[src/rtl/mem_access_ctrl_if.sv]
// Bundles the request/response handshake and RAM-side signals of mem_access_ctrl.
// slave: the controller's view. master: the requester plus RAM model view.
interface mem_access_ctrl_if;
  logic        req_valid;
  logic        req_ready;
  logic        req_rw;
  logic [1:0]  req_mode;
  logic        req_signed;
  logic [31:0] req_addr;
  logic [31:0] req_wdata_hi;
  logic [31:0] req_wdata_lo;
  logic        rsp_valid;
  logic        rsp_err;
  logic [31:0] rsp_data_hi;
  logic [31:0] rsp_data_lo;
  logic        ram_enable;
  logic        ram_rw;
  logic [31:0] ram_addr;
  logic [31:0] ram_din;
  logic [1:0]  ram_mode;
  logic [31:0] ram_dout;

  modport slave (
    input  req_valid, req_rw, req_mode, req_signed, req_addr, req_wdata_hi, req_wdata_lo,
    input  ram_dout,
    output req_ready, rsp_valid, rsp_err, rsp_data_hi, rsp_data_lo,
    output ram_enable, ram_rw, ram_addr, ram_din, ram_mode
  );

  modport master (
    output req_valid, req_rw, req_mode, req_signed, req_addr, req_wdata_hi, req_wdata_lo,
    output ram_dout,
    input  req_ready, rsp_valid, rsp_err, rsp_data_hi, rsp_data_lo,
    input  ram_enable, ram_rw, ram_addr, ram_din, ram_mode
  );
endinterface

[src/rtl/mem_access_ctrl.sv]
// Memory-stage access sequencer for a big-endian byte-addressed data RAM.
// Accepts one load/store at a time, checks range (and optionally alignment),
// splits doublewords into two word accesses, returns extended load data.
// Optional feature macro: MEM_ACCESS_ALIGN_CHECK_EN -- when defined, misaligned
// requests are rejected; otherwise the address is silently aligned down.
module mem_access_ctrl #(
  parameter int unsigned ADDR_LIMIT = 256
) (
  input  logic             clk,
  input  logic             reset,
  mem_access_ctrl_if.slave bus
);

  typedef enum logic [2:0] {IDLE, ISSUE0, CAPT0, ISSUE1, CAPT1, RESP} state_t;

  state_t      state_q, state_d;

  logic        rw_q, signed_q;
  logic [1:0]  mode_q;
  logic [31:0] addr_q, wdata_hi_q, wdata_lo_q;

  logic        ready_q, valid_q, err_q, enable_q, ram_rw_q;
  logic [1:0]  ram_mode_q;
  logic [31:0] ram_addr_q, ram_din_q, data_hi_q, data_lo_q;

  logic        ready_d, valid_d, err_d, enable_d, ram_rw_d;
  logic [1:0]  ram_mode_d;
  logic [31:0] ram_addr_d, ram_din_d, data_hi_d, data_lo_d;

  logic        accept, req_err, misalign;
  logic [31:0] addr_eff;
  logic [32:0] size, last;

  logic        src_rw;
  logic [1:0]  src_mode;
  logic [31:0] src_addr, src_hi, src_lo;

  assign accept = (state_q == IDLE) && bus.req_valid;

  function automatic logic [31:0] extend(input logic [31:0] d, input logic [1:0] m, input logic s);
    case (m)
      2'b00:   extend = s ? {{24{d[7]}}, d[7:0]}   : {24'h0, d[7:0]};
      2'b01:   extend = s ? {{16{d[15]}}, d[15:0]} : {16'h0, d[15:0]};
      default: extend = d;
    endcase
  endfunction

  // Request check: effective address, misalignment and 33-bit range test
  always_comb begin
    size     = 33'd1;
    addr_eff = bus.req_addr;
    misalign = 1'b0;
    case (bus.req_mode)
      2'b01:   size = 33'd2;
      2'b10:   size = 33'd4;
      2'b11:   size = 33'd8;
      default: size = 33'd1;
    endcase
`ifdef MEM_ACCESS_ALIGN_CHECK_EN
    case (bus.req_mode)
      2'b01:   misalign = bus.req_addr[0];
      2'b10:   misalign = |bus.req_addr[1:0];
      2'b11:   misalign = |bus.req_addr[2:0];
      default: misalign = 1'b0;
    endcase
`else
    case (bus.req_mode)
      2'b01:   addr_eff[0]   = 1'b0;
      2'b10:   addr_eff[1:0] = '0;
      2'b11:   addr_eff[2:0] = '0;
      default: addr_eff      = bus.req_addr;
    endcase
`endif
    last    = {1'b0, addr_eff} + size - 33'd1;
    req_err = misalign || (last >= 33'(ADDR_LIMIT));
  end

  // State register, registered outputs and request latch
  always_ff @(posedge clk) begin
    if (reset) begin
      state_q    <= IDLE;
      ready_q    <= 1'b1;
      valid_q    <= 1'b0;
      err_q      <= 1'b0;
      enable_q   <= 1'b0;
      ram_rw_q   <= 1'b0;
      ram_mode_q <= '0;
      ram_addr_q <= '0;
      ram_din_q  <= '0;
      data_hi_q  <= '0;
      data_lo_q  <= '0;
      rw_q       <= 1'b0;
      signed_q   <= 1'b0;
      mode_q     <= '0;
      addr_q     <= '0;
      wdata_hi_q <= '0;
      wdata_lo_q <= '0;
    end else begin
      state_q    <= state_d;
      ready_q    <= ready_d;
      valid_q    <= valid_d;
      err_q      <= err_d;
      enable_q   <= enable_d;
      ram_rw_q   <= ram_rw_d;
      ram_mode_q <= ram_mode_d;
      ram_addr_q <= ram_addr_d;
      ram_din_q  <= ram_din_d;
      data_hi_q  <= data_hi_d;
      data_lo_q  <= data_lo_d;
      if (accept) begin
        rw_q       <= bus.req_rw;
        signed_q   <= bus.req_signed;
        mode_q     <= bus.req_mode;
        addr_q     <= addr_eff;
        wdata_hi_q <= bus.req_wdata_hi;
        wdata_lo_q <= bus.req_wdata_lo;
      end
    end
  end

  // Next-state sequencing
  always_comb begin
    state_d = state_q;
    case (state_q)
      IDLE:    if (accept) state_d = req_err ? RESP : ISSUE0;
      ISSUE0:  state_d = CAPT0;
      CAPT0:   state_d = (mode_q == 2'b11) ? ISSUE1 : RESP;
      ISSUE1:  state_d = CAPT1;
      CAPT1:   state_d = RESP;
      RESP:    state_d = IDLE;
      default: state_d = IDLE;
    endcase
  end

  // Output values for the coming state; on the accept edge the request
  // fields are taken straight from the bus since the latch updates together
  // with the outputs.
  always_comb begin
    src_rw   = accept ? bus.req_rw       : rw_q;
    src_mode = accept ? bus.req_mode     : mode_q;
    src_addr = accept ? addr_eff         : addr_q;
    src_hi   = accept ? bus.req_wdata_hi : wdata_hi_q;
    src_lo   = accept ? bus.req_wdata_lo : wdata_lo_q;

    ready_d    = (state_d == IDLE);
    valid_d    = (state_d == RESP);
    err_d      = (state_q == IDLE) && (state_d == RESP);
    enable_d   = (state_d == ISSUE0) || (state_d == ISSUE1);
    ram_rw_d   = 1'b0;
    ram_addr_d = '0;
    ram_din_d  = '0;
    ram_mode_d = '0;
    case (state_d)
      ISSUE0, CAPT0: begin
        ram_rw_d   = src_rw;
        ram_addr_d = src_addr;
        ram_din_d  = src_hi;
        ram_mode_d = (src_mode == 2'b11) ? 2'b10 : src_mode;
      end
      ISSUE1, CAPT1: begin
        ram_rw_d   = src_rw;
        ram_addr_d = src_addr + 32'd4;
        ram_din_d  = src_lo;
        ram_mode_d = 2'b10;
      end
      default: ;
    endcase

    data_hi_d = data_hi_q;
    data_lo_d = data_lo_q;
    if (accept) begin
      data_hi_d = '0;
      data_lo_d = '0;
    end
    if (state_q == CAPT0 && !rw_q) data_hi_d = extend(bus.ram_dout, mode_q, signed_q);
    if (state_q == CAPT1 && !rw_q) data_lo_d = bus.ram_dout;
  end

  assign bus.req_ready   = ready_q;
  assign bus.rsp_valid   = valid_q;
  assign bus.rsp_err     = err_q;
  assign bus.rsp_data_hi = data_hi_q;
  assign bus.rsp_data_lo = data_lo_q;
  assign bus.ram_enable  = enable_q;
  assign bus.ram_rw      = ram_rw_q;
  assign bus.ram_addr    = ram_addr_q;
  assign bus.ram_din     = ram_din_q;
  assign bus.ram_mode    = ram_mode_q;

endmodule
[src/flat_wrapper.sv]
// flat-port wrapper written by rule: the top's interface ports become plain ports
module mem_access_ctrl_flat 
#(
  parameter int unsigned ADDR_LIMIT = 256
)
  (clk, reset, bus_req_valid, bus_req_rw, bus_req_mode, bus_req_signed, bus_req_addr, bus_req_wdata_hi, bus_req_wdata_lo, bus_ram_dout, bus_req_ready, bus_rsp_valid, bus_rsp_err, bus_rsp_data_hi, bus_rsp_data_lo, bus_ram_enable, bus_ram_rw, bus_ram_addr, bus_ram_din, bus_ram_mode);
  mem_access_ctrl_if bus_i ();
  input  logic clk;
  input  logic reset;
  input wire logic [$bits(bus_i.req_valid)-1:0] bus_req_valid;
  input wire logic [$bits(bus_i.req_rw)-1:0] bus_req_rw;
  input wire logic [$bits(bus_i.req_mode)-1:0] bus_req_mode;
  input wire logic [$bits(bus_i.req_signed)-1:0] bus_req_signed;
  input wire logic [$bits(bus_i.req_addr)-1:0] bus_req_addr;
  input wire logic [$bits(bus_i.req_wdata_hi)-1:0] bus_req_wdata_hi;
  input wire logic [$bits(bus_i.req_wdata_lo)-1:0] bus_req_wdata_lo;
  input wire logic [$bits(bus_i.ram_dout)-1:0] bus_ram_dout;
  output wire logic [$bits(bus_i.req_ready)-1:0] bus_req_ready;
  output wire logic [$bits(bus_i.rsp_valid)-1:0] bus_rsp_valid;
  output wire logic [$bits(bus_i.rsp_err)-1:0] bus_rsp_err;
  output wire logic [$bits(bus_i.rsp_data_hi)-1:0] bus_rsp_data_hi;
  output wire logic [$bits(bus_i.rsp_data_lo)-1:0] bus_rsp_data_lo;
  output wire logic [$bits(bus_i.ram_enable)-1:0] bus_ram_enable;
  output wire logic [$bits(bus_i.ram_rw)-1:0] bus_ram_rw;
  output wire logic [$bits(bus_i.ram_addr)-1:0] bus_ram_addr;
  output wire logic [$bits(bus_i.ram_din)-1:0] bus_ram_din;
  output wire logic [$bits(bus_i.ram_mode)-1:0] bus_ram_mode;
  assign bus_i.req_valid = bus_req_valid;
  assign bus_i.req_rw = bus_req_rw;
  assign bus_i.req_mode = bus_req_mode;
  assign bus_i.req_signed = bus_req_signed;
  assign bus_i.req_addr = bus_req_addr;
  assign bus_i.req_wdata_hi = bus_req_wdata_hi;
  assign bus_i.req_wdata_lo = bus_req_wdata_lo;
  assign bus_i.ram_dout = bus_ram_dout;
  assign bus_req_ready = bus_i.req_ready;
  assign bus_rsp_valid = bus_i.rsp_valid;
  assign bus_rsp_err = bus_i.rsp_err;
  assign bus_rsp_data_hi = bus_i.rsp_data_hi;
  assign bus_rsp_data_lo = bus_i.rsp_data_lo;
  assign bus_ram_enable = bus_i.ram_enable;
  assign bus_ram_rw = bus_i.ram_rw;
  assign bus_ram_addr = bus_i.ram_addr;
  assign bus_ram_din = bus_i.ram_din;
  assign bus_ram_mode = bus_i.ram_mode;
  mem_access_ctrl #(.ADDR_LIMIT(ADDR_LIMIT)) u_core (.clk(clk), .reset(reset), .bus(bus_i));
endmodule
[config.mk]
export PLATFORM = sky130hd
export DESIGN_NAME = mem_access_ctrl_flat
export DESIGN_NICKNAME = d
export VERILOG_FILES = /design/src/rtl/mem_access_ctrl_if.sv /design/src/rtl/mem_access_ctrl.sv /design/src/flat_wrapper.sv
export SDC_FILE = /design/constraint.sdc
export NUM_CORES = 1
export LEC_CHECK = 0
export ABC_AREA = 0
export CAP_MARGIN = 20
export CORE_MARGIN = 4
export CORE_UTILIZATION = 32
export DETAILED_ROUTE_END_ITERATION = 10
export DONT_BUFFER_PORTS = 1
export PLACE_DENSITY = 0.56
export SLEW_MARGIN = 20
export SYNTH_ARGS = -nofsm -noshare
export SYNTH_HDL_FRONTEND = slang
export SYNTH_SLANG_ARGS = --single-unit
[constraint.sdc]
create_clock -name clk -period 5.3 [get_ports clk]
set_input_delay 1.06 -clock clk [delete_from_list [all_inputs] [get_ports clk]]
set_output_delay 1.06 -clock clk [all_outputs]
set_load 0.005 [all_outputs]
# After elaboration in Yosys (flattened, before gate mapping)
# Index checks and enable logic that the tools add are counted.
[classes]
muxes = 23
eq_ne = 15
bitwise_logic = 1
n_lt_le_gt_ge = 1
reduce_logical = 17
addsub = 3
[ops]
columns = ["op", "count"]
rows = [
  ["32-bit 2-to-1 mux", 8],
  ["32-bit one-hot mux with 2 select lines", 3],
  ["32-bit by 4-bit adder with 33-bit output", 1],
  ["33-bit by 9-bit >= comparator with 1-bit output, second input constant", 1],
  ["33-bit by 1-bit subtractor with 33-bit output, second input constant", 1],
  ["32-bit by 3-bit adder with 32-bit output, second input constant", 1],
  ["3-bit one-hot mux with 5 select lines", 1],
  ["3-bit by 2-bit equality test with 1-bit output, second input constant", 4],
  ["4-bit one-hot mux with 3 select lines", 1],
  ["3-bit equality test, second input constant", 3],
  ["3-bit 2-to-1 mux", 3],
  ["2-bit equality test, second input constant", 4],
  ["2-bit OR reduction", 4],
  ["3-bit by 1-bit equality test with 1-bit output, second input constant", 2],
  ["3-bit zero test", 2],
  ["2-bit by 1-bit equality test with 1-bit output, second input constant", 2],
  ["1-bit logical AND", 4],
  ["1-bit 2-to-1 mux", 4],
  ["2-bit 2-to-1 mux", 2],
  ["2-bit one-hot mux with 2 select lines", 1],
  ["2-bit nonzero test", 2],
  ["4-bit OR reduction", 1],
  ["3-bit OR reduction", 1],
  ["2-bit zero test", 1],
  ["other kinds (3)", 3],
]
[word_totals]
input_bits = 135
wordCells = 77
out_inout_bits = 135
register_bits = 238

# Logic depth before layout (Yosys ltp)
# Gate-level depths: netlist (run 1).
[depth]
depth_word = 13
mapped_depth = 17
mapped_depth_nobuf = 16

# Least setup slack after synthesis (run 1)
# Ideal clock, no wire load.
[synth_timing]
path_type = "input -> register"
from = "input port bus_req_mode[1]"
to = "register u_core.ram_addr_q[11] (netlist: u_core.bus.ram_addr[11])"
path_buffers = 1
slack_ps = 888
path_stages = 17
arrival_ps = 4327
setup_time_ps = 85
t_required_ps = 5215
path_cell_list = "nand2b_1 ha_1 inv_1 ha_1 inv_1 fa_1 and2b_4 o31ai_4 a2111oi_4 o21ai_2 o31ai_1 xor2_1 a221o_1 nor3_4 a21oi_4 buf_8 o31ai_2"
[synth_via]
elab_chain_len = 12
word_cells_on_any_way = 24
[synth_lines]
columns = ["item", "line", "source"]
rows = [
  ["start, declared", "flat_wrapper.sv:12", "input wire logic [$bits(bus_i.req_mode)-1:0] bus_req_mode;"],
  ["2-bit by 1-bit equality test with 1-bit output / 2-bit equality test (equally long branches)", "mem_access_ctrl.sv:53, mem_access_ctrl.sv:67", ""],
  ["3-bit OR reduction (no line) / 2-bit OR reduction (equally long branches)", "--", ""],
  ["1-bit 2-to-1 mux", "mem_access_ctrl.sv:67", "case (bus.req_mode)"],
  ["32-bit by 4-bit adder with 33-bit output", "mem_access_ctrl.sv:74", "last = {1'b0, addr_eff} + size - 33'd1;"],
  ["33-bit by 1-bit subtractor with 33-bit output", "mem_access_ctrl.sv:74", ""],
  ["33-bit by 9-bit >= comparator with 1-bit output", "mem_access_ctrl.sv:75", "req_err = misalign || (last >= 33'(ADDR_LIMIT));"],
  ["3-bit 2-to-1 mux (2 in a row)", "mem_access_ctrl.sv:125", "IDLE: if (accept) state_d = req_err ? RESP : ISSUE0;"],
  ["3-bit one-hot mux with 5 select lines", "mem_access_ctrl.sv:124", "case (state_q)"],
  ["3-bit equality test (tied with other cells)", "mem_access_ctrl.sv:153", "case (state_d)"],
  ["2-bit OR reduction", "mem_access_ctrl.sv:153", ""],
  ["32-bit one-hot mux with 2 select lines (*)", "mem_access_ctrl.sv:153", ""],
  ["end signal, assigned", "mem_access_ctrl.sv:106", "ram_addr_q <= ram_addr_d;"],
  ["end, declared", "mem_access_ctrl.sv:24", "logic [31:0] ram_addr_q, ram_din_q, data_hi_q, data_lo_q;"],
]
# Mark *: on every way between the ends. The rest lies on a longest branch, timed or not.
# A chain may end at the register's enable or synchronous reset.

# Worst setup path after layout (run 1)
[layout_timing]
from = "input port bus_req_mode[1]"
to = "register u_core.ram_addr_q[10] (netlist: u_core.bus.ram_addr[10])"
# Same word-level chain as after synthesis.

==> summary.txt, run 1 <==
Yosys
  – Top post-synthesis cells by area: dfxtp_1 (41%), nand2_1 (9.2%), a21oi_1 (5.8%)
  – Top FF cell, synth: dfxtp_1
  – Post-synthesis sequential area ratio: 0.411
  – Largest family of logic cells by synthesized area: compound AO/OA/AOI/OAI gates
  – Most frequent cell after synthesis: nand2_1
  – Cell taking the most area after synthesis: dfxtp_1
  – Avg Synthesized Cell Area: 8.19 um^2
  – Yosys cell types: 95
  – Number of synthesized register bits: 238
  – EDFF count, synth: 0
  – Synth Area in Compound Gates: 0.218
  – Net count after synthesis: 1,586
  – Yosys warns: 0
  – Netlist Area Pre-Place: approximately 12,000 um^2
  – Synth Area in Adders: 0.0384
  – Top cell type's share of synthesized area: 0.411
  – Simple-gate share of the synthesized area: 0.203
  – Commonest cells in the netlist: nand2_1 (284), dfxtp_1 (238), a21oi_1 (135), nor2_1 (88), o21ai_0 (82)
  – Mapped Cells: 1,416
  – Synth Area in XOR/XNOR: 0.0302
  – Multiplexer share of the synthesized area: 0.0322
  – Async set-reset flop share out of synthesis: 0

Global route
  – Grt ovf: 0
  – Initial antenna violation count: 0
  – Largest net degree at the start of global routing: 191
  – GRT Overall Usage: 0.171
  – First-pass GRT wire length: 54.2 mm
  – Vias in the first global route: about 9,300

Detailed routing
  – Post-DRT Antenna Nets: 0
  – DRT iter0 DRCs: 548
  – Total wire length: 35.5 mm
  – Post-route DRC: 0
  – Vias: roughly 9,700
  – Vias per cell: between 5 and 6
  – DRT Pass-1 Iters: 5
  – Wire length per cell: about 19 um

Clock tree
  – CTS tree: yes
  – Root buffer cell: clkbuf_16
  – Clock buffer depth: 3
  – Clock slew at reported path FFs: approximately 60 ps
  – # resized after CTS: 0
  – Clock sink count: about 240
  – Hold Buf Count CTS: 0
  – Number of setup buffers added after CTS: 0
  – Num CTS Buffers: 28
  – H-tree level count: 1
  – Worst-Skew Late Latency: 550 ps

Setup path
  – Max FO, Critical Path: 12
  – CP Cell Sequence: nand2b_1 -> ha_1 -> inv_1 -> ha_1 -> inv_1 -> fa_1 -> and2b_4 -> o31a_2 -> or3_1 -> a2111oi_0 -> a2111oi_1 -> o2111ai_1 -> nor4_2 -> and3_4 -> a21oi_4 -> buf_4 -> o31ai_1
  – CP Capture Type: register
  – Reg-to-reg startpoint: u_core.state_q[2]$_SDFF_PP0_
  – FF-to-FF setup slack: 1580 ps
  – Required time of the critical path: between 5000 and 6000 ps
  – Slowest cell delay on critical path: roughly 640 ps
  – R2R cell count: 13
  – CP arrival: ~4800 ps
  – RR Endpoint: u_core.bus.ram_addr[28]$_SDFF_PP0_
  – CP startpoint kind: input pin
  – Setup Crit Path Kind: input pin to register
  – Crit path max-delay cell type: a2111oi_1

STA
  – Final setup TNS: 0 ps
  – Final Slew Violations: 0
  – Final Hold Vio Count: 0
  – Fmax achieved: 0.229 GHz
  – Post-layout minimum cycle time: 4370 ps
  – Clk_skew: 13.7 ps
  – Tcrit/Tclk final: 0.825
  – Unrepaired setup endpoints after global routing: false
  – Endpoints failing setup: 0
  – Pin slew with the least headroom to its limit: 919 ps
  – Rel. slew slack: 0.385

Placement
  – HPWL after DPL: 25.6 mm
  – I/O Buffers: 0
  – DP Cell Count: 1,798
  – RePlAce Congestion: 0.873

Die
  – Die ar.: 39,400 um^2
  – Cell Rows: 69
  – Core area: 35,700 um^2
  – Width of the die: 198 um
  – Initial Util: 0.325
  – Die extent in y: 198 um
  – I/O pin total: 270

Finish
  – Nets: 1,537
  – Layout cells sized above 1: 0.0851
  – Area growth from synthesis to layout: 10.1%
  – Ant. Diodes: 0
  – Final cell count without fillers: 1,848
  – Filler instances: about 3,700

Min path
  – Hold Crit Class: register to register
  – Worst Hold Endpoint: u_core.wdata_lo_q[10]$_SDFF_PP0_
  – HP Start: u_core.wdata_lo_q[10]$_SDFF_PP0_
  – Hold path cells: 2

Run
  – Number of max-cap violations: 0

Outcome
  – Status: finished clean

Pwr
  – VDD IR max: between 0.2 and 0.25 mV
  – PD cells: 366 nW/um^2
  – Leakage: 4.99 nW
cells by family (layout without fill, tap and decap cells):
family / count (synthesis) / count (layout)
AO/OA/AOI/OAI: 378 / 378
multiplexers: 37 / 37
buffers and inverters: 168 / 139
XOR/XNOR: 40 / 40
adder cells (fa/ha/maj): 35 / 35
AND/OR/NAND/NOR: 520 / 520
flip-flops: 238 / 238
critical path: cells and delay by family:
kind,cells,cell delay [ps]
compound gates,6,1470
simple gates,5,1040
fa+ha+maj,3,870
buf+inv,3,380
state kept, by name, summed over array words and instances, names as in the netlist, 2 cells and up:
signal and flops:
u_core.mode_q 2, u_core.addr_q 32, u_core.bus.ram_mode 2, u_core.wdata_lo_q 32, u_core.bus.ram_addr 32, u_core.wdata_hi_q 32, u_core.bus.rsp_data_hi 32, u_core.state_q 3
u_core.bus.ram_din 32, u_core.bus.rsp_data_lo 32
cell usage in the layout (no fill, tap or decap), types with 6 or more instances in the layout:
| cell type | count |
|---|---|
| clkbuf_8 | 6 |
| a21oi_1 | 135 |
| clkbuf_16 | 28 |
| nand2_1 | 284 |
| dfxtp_1 | 238 |
| o31ai_2 | 12 |
| o22ai_1 | 12 |
| buf_4 | 10 |
| xor2_1 | 20 |
| nor3_1 | 18 |
| a221o_1 | 7 |
| a31oi_1 | 11 |
| nand4_1 | 11 |
| or3_1 | 9 |
| nor2_1 | 85 |
| o21a_1 | 6 |
| and3_1 | 8 |
| inv_1 | 77 |
| xnor2_1 | 20 |
| ha_1 | 34 |
| nand3_1 | 51 |
| o21ai_0 | 82 |
| mux2i_1 | 34 |
| clkbuf_1 | 6 |
| a21o_1 | 45 |
layout make-up:
cell class                      count  area, um^2  share of cell area
Multi-Input combinational cell   1010        6080               0.476
Sequential cell                   238        4760               0.373
Clock buffer                       40         806              0.0631
Tap cell                          461         577              0.0452
Inverter                           77         289              0.0226
Clock inverter                     10         140              0.0110
Timing Repair Buffer               12         115             0.00901
power by group:
group	switching, W	internal (W)	total [W]	leakage (nW)
Sequential	0.0000722	0.00190	0.00197	1.94
Clock	0.000761	0.00120	0.00196	0.468
Combinational	0.000486	0.000264	0.000751	2.58
Total	0.00132	0.00336	0.00468	4.99
routing by layer:
layer  vias to the layer above  share of wire  global-route usage
met5                         -              0                   0
met4                         0          0.028              0.0547
met3                        59          0.084              0.0540
met2                       291           0.45               0.269
met1                      4561           0.44               0.225
li1                       4779              -                   -
how the worst max path moves through the flow:
stage,startpoint,endpoint,slack (ps)
2_1_floorplan,bus_req_mode[1],u_core.bus.ram_addr[11]$_SDFF_PP0_,890
3_3_place_gp,bus_req_mode[1],u_core.bus.ram_addr[4]$_SDFF_PP0_,540
3_5_place_dp,bus_req_mode[1],u_core.bus.ram_addr[4]$_SDFF_PP0_,450
4_1_cts,bus_req_mode[1],u_core.bus.ram_addr[10]$_SDFF_PP0_,1020
5_1_grt,bus_req_mode[1],u_core.bus.ram_addr[10]$_SDFF_PP0_,720
6_report,bus_req_mode[1],u_core.bus.ram_addr[10]$_SDFF_PP0_,930
per-stage QoR:
stage	cell area (um^2)	power (W)	hold slack [ps]	worst slack, ps	util
2_1_floorplan	11600	0.00260	427	888	-
3_3_place_gp	11800	0.00275	440	545	0.332
3_5_place_dp	11800	0.00276	443	448	0.332
4_1_cts	12800	0.00475	452	1020	0.358
5_1_grt	12800	0.00491	476	716	0.358
6_report	12800	0.00468	455	927	0.358
Note: power is estimated with default switching activity, not from simulation.
==> run 2: changes to the inputs <==
Clock period 5.3 ns to 4.48 ns, I/O delays scaled along.
==> run 2 against run 1 <==
Net effect:
- worst hold slack worse by 14 ps
- sequential power up 18%
- wire length down 0.38%
- sequential share of layout area down 0.35 points
- critical path depth up 1
- clock power up 20%
- non-clock buffer count up 10
- final cell count up 0.60%
- critical endpoint is now u_core.bus.ram_din[6]$_SDFF_PP0_
- highest routed layer unchanged
==> summary.txt, run 2 (synthesis gave the netlist of run 1 again) <==
Pwr
  – Leakage: between 5 and 6 nW
  – VDD IR max: 0.277 mV
  – PD cells: between 400 and 500 nW/um^2
  – Pwr Total: between 0.005 and 0.006 W

STA
  – Tcrit/Tclk final: 0.923
  – Pin slew with the least headroom to its limit: slightly below 1000 ps
  – Rel. slew slack: 0.335
  – Clk_skew: approximately 32 ps
  – Endpoints failing setup: 0
  – Final Hold Vio Count: 0
  – Fmax achieved: 0.242 GHz
  – Final Slew Violations: 0
  – Post-layout minimum cycle time: ~4100 ps
  – Unrepaired setup endpoints after global routing: false

Clock tree
  – Clock slew at reported path FFs: 50 ps
  – Root buffer cell: clkbuf_16
  – H-tree level count: 1
  – Clock buffer depth: 3
  – Hold Buf Count CTS: 0
  – Clock sink count: 238
  – CTS tree: yes
  – Worst-Skew Late Latency: 570 ps
  – # resized after CTS: 0
  – Number of setup buffers added after CTS: 0
  – Num CTS Buffers: 28

Die
  – Die ar.: between 30,000 and 40,000 um^2
  – Core area: 35,700 um^2
  – Cell Rows: between 60 and 70
  – Initial Util: 0.325
  – Width of the die: 198 um
  – I/O pin total: 270
  – Die extent in y: 198 um

Placement
  – DP Cell Count: 1,808
  – RePlAce Congestion: 0.876
  – HPWL after DPL: between 20 and 30 mm
  – Placed cell areas: 11,900 um^2
  – I/O Buffers: 0

Finish
  – Layout cells sized above 1: 0.0916
  – Final cell count without fillers: 1,859
  – Area growth from synthesis to layout: 11.1%
  – Filler instances: 3,631
  – Ant. Diodes: 0
  – Commonest non-fill, non-tap cell in the layout: nand2_1
  – Nets: 1,547
  – Most frequent cells in the layout: nand2_1 (284), dfxtp_1 (238), a21oi_1 (135), nor2_1 (86), o21ai_0 (82)
  – Final instance area: 12,900 um^2

Setup path
  – Required time of the critical path: around 4900 ps
  – CP arrival: 4550 ps
  – CP startpoint kind: input pin
  – Crit path max-delay cell type: a2111oi_0
  – Setup Crit Path Kind: input pin to register
  – Max FO, Critical Path: 37
  – CP Cell Sequence: nand2b_1 -> ha_1 -> inv_1 -> ha_1 -> inv_1 -> fa_1 -> and2b_4 -> o31a_2 -> or3_1 -> a2111oi_0 -> a2111oi_1 -> buf_4 -> o2111ai_1 -> nor4_2 -> and3_4 -> a21oi_4 -> buf_12 -> o21ai_0
  – Slowest cell delay on critical path: 480 ps
  – CP Capture Type: register

Detailed routing
  – Vias per cell: approximately 5.2
  – DRT Pass-1 Iters: 5
  – Wire length per cell: 19.0 um
  – DRT iter0 DRCs: roughly 560
  – Post-DRT Antenna Nets: 0
  – Vias: 9,669
  – Post-route DRC: 0
  – Total wire length: 35.4 mm

Global route
  – GRT Overall Usage: 0.170
  – Initial antenna violation count: 0
  – Largest net degree at the start of global routing: 191
  – Vias in the first global route: between 9,000 and 10,000
  – Grt ovf: 0
  – First-pass GRT wire length: 53.8 mm

Min path
  – Hold Crit Class: input pin to register

Run
  – Number of max-cap violations: 0

Outcome
  – Status: finished clean
==> run 2: through the flow <==
stage          setup TNS (ps)  setup slack, ps  hold WS (ps)   util
2_1_floorplan               0              232           427      -
5_1_grt                     0              108           426  0.362
3_3_place_gp             -980            -33.3           439  0.334
3_5_place_dp            -5830             -153           444  0.334
4_1_cts                     0              398           404  0.361
6_report                    0              345           441  0.362
==> run 2: path summary, 6_finish.rpt <==
| kind | start | to | slack [ps] | cells after the start |
|---|---|---|---|---|
| hold / removal | reset | u_core.wdata_lo_q[9]$_SDFF_PP0_ | 440 | 1 |
| setup reg to reg | u_core.state_q[2]$_SDFF_PP0_ | u_core.bus.ram_addr[25]$_SDFF_PP0_ | 1030 | 9 |
| setup / recovery | bus_req_mode[1] | u_core.bus.ram_din[6]$_SDFF_PP0_ | 340 | 18 |
| hold reg to reg | u_core.wdata_lo_q[11]$_SDFF_PP0_ | u_core.wdata_lo_q[11]$_SDFF_PP0_ | 450 | 2 |
==> run 2: final cells by class <==
class / count / area, um^2 / area share
inverters: 77 / 289 / 0.0224
clock inverters: 10 / 153 / 0.0118
multi-input cells: 1010 / 6090 / 0.472
repair buffers: 22 / 203 / 0.0157
well taps: 461 / 577 / 0.0447
clock buffers: 41 / 820 / 0.0636
flip-flops and latches: 238 / 4760 / 0.370
==> run 2: routing by layer <==
metal | up-vias | global-route usage | wire, um
li1 | 4795 | - | -
met1 | 4545 | 0.224 | 15600
met2 | 281 | 0.271 | 16000
met3 | 48 | 0.0540 | 2980
met4 | 0 | 0.0441 | 806
met5 | - | 0 | 0
==> run 2: where the power goes <==
part	total [W]	switching (W)	internal, W
logic	0.000904	0.000578	0.000326
clock network	0.00236	0.000918	0.00144
registers	0.00233	0.0000867	0.00224
total	0.00559	0.00158	0.00401
==> run 2: worst max-delay path, delay by kind of cell <==
family | cells | cell delay [ps]
buf+inv | 4 | 530
compound gates | 6 | 1530
fa+ha+maj | 3 | 640
simple gates | 5 | 930
